### config.mk
export PLATFORM = sky130hd
export DESIGN_NAME = scsi_xfer_arb
export DESIGN_NICKNAME = d
export VERILOG_FILES = /design/src/rtl/scsi_arb_pkg.sv /design/src/rtl/xfer_cnt.sv /design/src/rtl/scsi_xfer_arb.sv
export SDC_FILE = /design/constraint.sdc
export NUM_CORES = 1
export LEC_CHECK = 0
export ABC_AREA = 1
export CORE_MARGIN = 2
export CORE_UTILIZATION = 54
export CTS_CLUSTER_DIAMETER = 40
export DETAILED_ROUTE_END_ITERATION = 10
export PLACE_DENSITY = 0.88
export REMOVE_ABC_BUFFERS = 1
export SYNTH_ARGS = -nofsm -noshare
export SYNTH_HDL_FRONTEND = slang
export SYNTH_HIERARCHICAL = 1
export SYNTH_SLANG_ARGS = --single-unit
export TNS_END_PERCENT = 1
### constraint.sdc
create_clock -name CPUCLK -period 4.6 [get_ports CPUCLK]
set_input_delay 0.92 -clock CPUCLK [delete_from_list [all_inputs] [get_ports CPUCLK]]
set_output_delay 0.92 -clock CPUCLK [all_outputs]
set_load 0.02 [all_outputs]
### src/rtl/scsi_arb_pkg.sv
// Shared types for the SCSI access-path arbiter: FSM state encoding and default widths.
package scsi_arb_pkg;

  localparam int CNT_W_DEF = 24;

  typedef enum logic [2:0] {
    IDLE     = 3'd0,
    CPU_CYC  = 3'd1,
    CPU_END  = 3'd2,
    DMA_RUN  = 3'd3,
    DMA_END  = 3'd4,
    FLUSH_ST = 3'd5
  } arb_state_e;

endpackage

### src/rtl/xfer_cnt.sv
// Loadable longword down counter that sticks at zero; load beats decrement.
module xfer_cnt
  import scsi_arb_pkg::*;
#(
  parameter int CNT_W = CNT_W_DEF
) (
  input  logic             CPUCLK,
  input  logic             RESET,
  input  logic             load,
  input  logic [CNT_W-1:0] load_val,
  input  logic             dec,
  output logic [CNT_W-1:0] cnt,
  output logic             zero,
  output logic             nxt_zero
);

  logic [CNT_W-1:0] cnt_nxt;

  always_comb begin
    cnt_nxt = cnt;
    if (load) begin
      cnt_nxt = load_val;
    end else if (dec && (cnt != '0)) begin
      cnt_nxt = cnt - 1'b1;
    end
  end

  always_ff @(posedge CPUCLK) begin
    if (RESET) begin
      cnt <= '0;
    end else begin
      cnt <= cnt_nxt;
    end
  end

  assign zero     = (cnt == '0);
  assign nxt_zero = (cnt_nxt == '0);

endmodule

### src/rtl/scsi_xfer_arb.sv
// Arbitrates CPU register cycles against DMA bursts on the shared SCSI state machine
// path, tracks the DMA transfer count and sequences FIFO flushes.
module scsi_xfer_arb
  import scsi_arb_pkg::*;
#(
  parameter int CNT_W    = CNT_W_DEF,
  parameter int BURST_LW = 4,
  parameter int GAP      = 2
) (
  input  logic             CPUCLK,
  input  logic             RESET,
  input  logic             CPU_ACC,
  input  logic             CPU_DONE,
  input  logic             DMAENA,
  input  logic             DREQ_,
  input  logic             LW_DONE,
  input  logic             FIFOEMPTY,
  input  logic             TC_LOAD,
  input  logic [CNT_W-1:0] TC_VAL,
  input  logic             FLUSH,
  output logic             CPUREQ,
  output logic             GDREQ_,
  output logic             DMA_GNT,
  output logic             TC_ZERO,
  output logic             FLUSH_DONE,
  output logic             BUSY,
  output arb_state_e       DBG_STATE,
  output logic [CNT_W-1:0] DBG_COUNT
);

  localparam int BW = $clog2(BURST_LW + 1);
  localparam int GW = $clog2(GAP + 1);

  arb_state_e      state, state_nxt;
  logic [BW-1:0]   burst_q;
  logic [GW-1:0]   gap_q;
  logic            flush_pend_q;
  logic            lw_cnt;
  logic            burst_max;
  logic            tc_zero;
  logic            nxt_zero;
  logic [CNT_W-1:0] cnt;

  // A longword is only ours to count while the path is (or was just) granted to DMA.
  assign lw_cnt    = LW_DONE && ((state == DMA_RUN) || (state == DMA_END));
  assign burst_max = (burst_q >= BW'(BURST_LW));

  xfer_cnt #(.CNT_W(CNT_W)) u_cnt (
    .CPUCLK   (CPUCLK),
    .RESET    (RESET),
    .load     (TC_LOAD),
    .load_val (TC_VAL),
    .dec      (lw_cnt),
    .cnt      (cnt),
    .zero     (tc_zero),
    .nxt_zero (nxt_zero)
  );

  assign TC_ZERO   = tc_zero;
  assign DBG_COUNT = cnt;
  assign DBG_STATE = state;

  always_comb begin
    state_nxt = state;
    case (state)
      IDLE: begin
        if (CPU_ACC) begin
          state_nxt = CPU_CYC;
        end else if (DMAENA && !tc_zero && (gap_q == '0)) begin
          state_nxt = DMA_RUN;
        end else if (FLUSH || flush_pend_q) begin
          state_nxt = FLUSH_ST;
        end
      end
      CPU_CYC: begin
        if (CPU_DONE) state_nxt = CPU_END;
      end
      CPU_END: begin
        if (!CPU_DONE && !CPU_ACC) state_nxt = IDLE;
      end
      DMA_RUN: begin
        // A pending CPU preempts immediately when the SCSI IC stops asking for data.
        if (nxt_zero || !DMAENA || (CPU_ACC && (DREQ_ || burst_max))) begin
          state_nxt = DMA_END;
        end
      end
      DMA_END: begin
        state_nxt = IDLE;
      end
      FLUSH_ST: begin
        if (FIFOEMPTY) state_nxt = IDLE;
      end
      default: begin
        state_nxt = IDLE;
      end
    endcase
  end

  always_ff @(posedge CPUCLK) begin
    if (RESET) begin
      state        <= IDLE;
      burst_q      <= '0;
      gap_q        <= '0;
      flush_pend_q <= 1'b0;
      CPUREQ       <= 1'b0;
      GDREQ_       <= 1'b1;
      DMA_GNT      <= 1'b0;
      FLUSH_DONE   <= 1'b0;
      BUSY         <= 1'b0;
    end else begin
      state <= state_nxt;

      if (state == DMA_END) begin
        burst_q <= '0;
      end else if ((state == DMA_RUN) && LW_DONE && !burst_max) begin
        burst_q <= burst_q + 1'b1;
      end

      if ((state == CPU_END) && (state_nxt == IDLE)) begin
        gap_q <= GW'(GAP);
      end else if ((state == IDLE) && (gap_q != '0)) begin
        gap_q <= gap_q - 1'b1;
      end

      if ((state == DMA_RUN) && FLUSH) begin
        flush_pend_q <= 1'b1;
      end else if ((state == IDLE) && (state_nxt == FLUSH_ST)) begin
        flush_pend_q <= 1'b0;
      end

      CPUREQ     <= (state == CPU_CYC);
      DMA_GNT    <= (state == DMA_RUN) || (state == DMA_END);
      GDREQ_     <= (state == DMA_RUN) ? DREQ_ : 1'b1;
      FLUSH_DONE <= (state == FLUSH_ST) && FIFOEMPTY;
      BUSY       <= (state != IDLE);
    end
  end

endmodule
==> flow_summary.yaml <==
clock_network:
  clock_tree.root_cell: "clkbuf_8"
  clock_sink_count: 38
  cts_tree: "built"
  tritoncts.num_buffers: 5
  ctsHtreeMaxLevel: 2
  cts_max_path_buffers: 2
  holdBufCountCts: 0
  clkLatencyLatePin_ns: 0.30
  cts.reportedPaths.clkPinSlew_ns: 0.08
  postCtsSetupRepairBufs: 0
  post_cts_resized: 0
placed_design:
  dp_hpwl_mm: 5.572
  dp_worst_setup_slack_ns: 0.8910
  place_congestion: 0.9269
  numPlacedInstances: 593
  port_buffers: 66
timing:
  fin_skew_ns: 0.005729
  unrepaired_setup_endpoints_after_global_routing: "false"
  setup_slack_ns: 1.152
  post-route-min-period_ns: 3.448
  worst_hold_slack_ns: 0.4774
  tightest_slew_ns: 0.9937
  clock.fmax_ghz: 0.2900
  final_min_period_over_clock_period: 0.7495
  final-hold-violation-count: 0
  slew_violations: 0
  max-slew-margin-rel: 0.3368
  final-setup-viol-count: 0
  timing.setup.tns_ns: 0
min_path:
  hp-start: "flush_pend_q$_SDFFE_PP0P_"
  min_path_type: "register to register"
  min_path_cells: 2
final_layout:
  sequential_cell_area_sq_um: 760.7
  fin_cells: 601
  area_growth_pct: 29.43
  num-fill-cells: 436
  layout-drive-gt1-share: 0.09228
  antenna-diode-count: 0
  fin_nets: 569
  area_occupied_by_multi_input_gates_sq_mm: 0.001729
floorplan:
  fp-row-count: 26
  initial_core_util: 0.5531
  overall_die_width_um: 75.87
  die-area_sq_mm: 0.005756
  die-height_um: 75.87
  core-area_sq_mm: 0.005042
  design.portCount: 67
pwr:
  power_frac_seq: 0.338
  power.share.clock: 0.297
  power.leakage_nw: 1.689
  max-vdd-ir-drop_uv: 240.0
  power.share.switching: 0.3617
  p_sw_mw: 0.4398
  finalPower_mw: 1.216
  pwr-share-comb: 0.365
  internal_portion_of_total_power_mw: 0.7762
  power.density_cell_area_mw_per_mm2: 336.9
grt:
  globalRouteMet1Util: 0.3081
  track_usage: 0.2686
  grt_max_degree: 40
  grt_overflow: 0
  grt_busiest_layer: "met2"
  number_of_antenna_violations_at_the_first_check_in_global_routing: 0
  first_pass_grt_wire_length_mm: 11.85
  first_global_vias: 2812
  grt.met2_usage: 0.4808
  use_met3: 0.05820
detailed_routing:
  initialDrtViolationCount: 316
  firstDrtPassIters: 5
  via_count: 3128
  finalWirelength_mm: 7.421
  count_of_antenna_violating_nets_left_after_detailed_routing: 0
  avgRoutedWirePerCell_um: 12.35
  drc_errors: 0
  via_count_normalized_by_instance_count: 5.205
setup_path:
  critPathRequiredTime_ns: 4.80
  worst-endpoint-arrival_ns: 3.65
  cpMostUsedCell: "nand2_1"
  regToRegStartpoint: "u_cnt/cnt[0]$_SDFF_PP0_"
  critical_path.slowest_cell: "clkdlybuf4s50_1"
  worstSetupEndpointType: "register"
  reg2reg_to: "gap_q[0]$_SDFFE_PP0P_"
  worstSetupEndpoint: "gap_q[0]$_SDFFE_PP0P_"
  worstPathCellList: "clkdlybuf4s50_1, inv_1, or2_2, nand2_1, nand2_1, inv_1, nand2_1, nor2_1, nand2_1, nor2_1, nor2_1, nand3_1, nand4_2, nand3_1, inv_1"
  rr_worst_depth: 19
  cp_top_family: "simple AND/OR/NAND/NOR gates"
  critical-path-max-stage-delay_ns: 0.69
  path_depth: 15
  reg2reg_setup_slack_ns: 1.67
  cp_max_fo: 39
  cp_num_buf_inv: 4
  worst_setup_path_startpoint: "TC_LOAD"
  critPathKind: "primary input to register"
  critical_path.startpoint_type: "primary input"
yosys:
  largest_family_of_logic_cells_by_synthesized_area: "simple AND/OR/NAND/NOR gates"
  mean_syn_cell_area_sq_um: 5.934
  synth-xor-area-share: 0.01839
  yosys_most_used_dff: "dfxtp_1"
  synthTopCellsByCount: "nand2_1 (141), nor2_1 (71), nand3_1 (55), inv_1 (54), dfxtp_1 (38)"
  synth-seq-area-share: 0.2728
  synth_adder_area_share: 0.02243
  synth.area.mux_share: 0
  synth.distinct_cells: 31
  synth_async_sr_flop_share: 0
  synthesis.instances: 470
  post_synth_and_or_nand_nor_area_fraction: 0.5410
  synth_area_leaders: "dfxtp_1 (27%), nand2_1 (19%), nand3_1 (9.9%), nor2_1 (9.6%), inv_1 (7.3%)"
  area_fraction_in_compound_gates_after_synthesis: 0.03813
  yosysMostFrequentCell: "nand2_1"
  synth.cell_area_sq_mm: 0.002789
  synth_top_area_cell: "dfxtp_1"
  synth_edf_count: 0
  yosys_register_bits: 38
  ys_warn_count: 6
  yosysTopAreaCellShare: 0.2728
job:
  maxCapViolCount: 0
status:
  run_status: "finished, final reports clean"
[worst min-delay path by stage]
stage | to | slack [ns]
5_1_grt | flush_pend_q$_SDFFE_PP0P_ | 0.51
4_1_cts | flush_pend_q$_SDFFE_PP0P_ | 0.48
2_1_floorplan | flush_pend_q$_SDFFE_PP0P_ | 0.43
6_report | flush_pend_q$_SDFFE_PP0P_ | 0.48
3_5_place_dp | flush_pend_q$_SDFFE_PP0P_ | 0.46
3_3_place_gp | flush_pend_q$_SDFFE_PP0P_ | 0.45
[power groups by stage]
stage	sequential (mW)	combinational [mW]	clock, mW
6_report	0.411	0.444	0.362
3_3_place_gp	0.417	0.430	0
5_1_grt	0.417	0.493	0.383
3_5_place_dp	0.417	0.438	0
2_1_floorplan	0.443	0.260	0
4_1_cts	0.410	0.441	0.368
[tightest hold or removal path, delay by kind of cell (launching register included)]
family          cells  cell delay (ns)
simple gates        1             0.06
flops               1             0.32
compound gates      1             0.05
[per-layer routing]
layer	up-vias	wire [um]
li1	1591	-
met1	1391	3194
met2	129	3552
met3	17	505
met4	0	167
met5	-	0
[cells by family (layout without fill, tap and decap cells)]
group,Yosys count,count (layout)
xor+xnor,5,5
fa+ha+maj,5,5
simple gates,329,329
buf+inv,72,133
flops,38,38
compound gates,21,21
[stage by stage]
step	cell area, sq um	util
2_1_floorplan	2704	-
3_3_place_gp	3467	0.6876
3_5_place_dp	3467	0.6876
4_1_cts	3610	0.7159
5_1_grt	3610	0.7159
6_report	3610	0.7159
[area by class of cell]
class / count / share of cell area
clock buffers: 6 / 0.02288
clock inverters: 2 / 0.01664
inverters: 57 / 0.05927
multi-input cells: 360 / 0.4790
flip-flops and latches: 38 / 0.2107
well taps: 70 / 0.02426
repair buffers: 68 / 0.1872
[sequential cells by signal, summed over array words and instances, names as in the netlist]
name          cells
BUSY              1
gap_q             2
CPUREQ            1
DBG_STATE         3
burst_q           3
DMA_GNT           1
FLUSH_DONE        1
GDREQ_            1
flush_pend_q      1
u_cnt/cnt        24
[placed cells by master, fill, tap and decap left out]
master / instances
nand2_1: 141
nor4_1: 1
nor2_4: 4
a31oi_1: 1
bufinv_16: 2
nand2_2: 5
nand3_2: 1
buf_4: 2
nand2_4: 2
nand3b_1: 3
inv_1: 54
nand4_2: 1
nor2_2: 6
nor2_1: 71
xor2_1: 2
xor2_2: 1
clkdlybuf4s50_1: 66
dfxtp_1: 38
inv_2: 3
nand4_1: 17
and2_1: 2
nand3_1: 55
ha_1: 5
xnor2_1: 2
clkbuf_8: 6
a21oi_1: 15
o21ai_0: 3
or2_2: 15
nand3_4: 1
o21ai_1: 2
nor3_1: 4
Power figures use the tool's default switching activity.
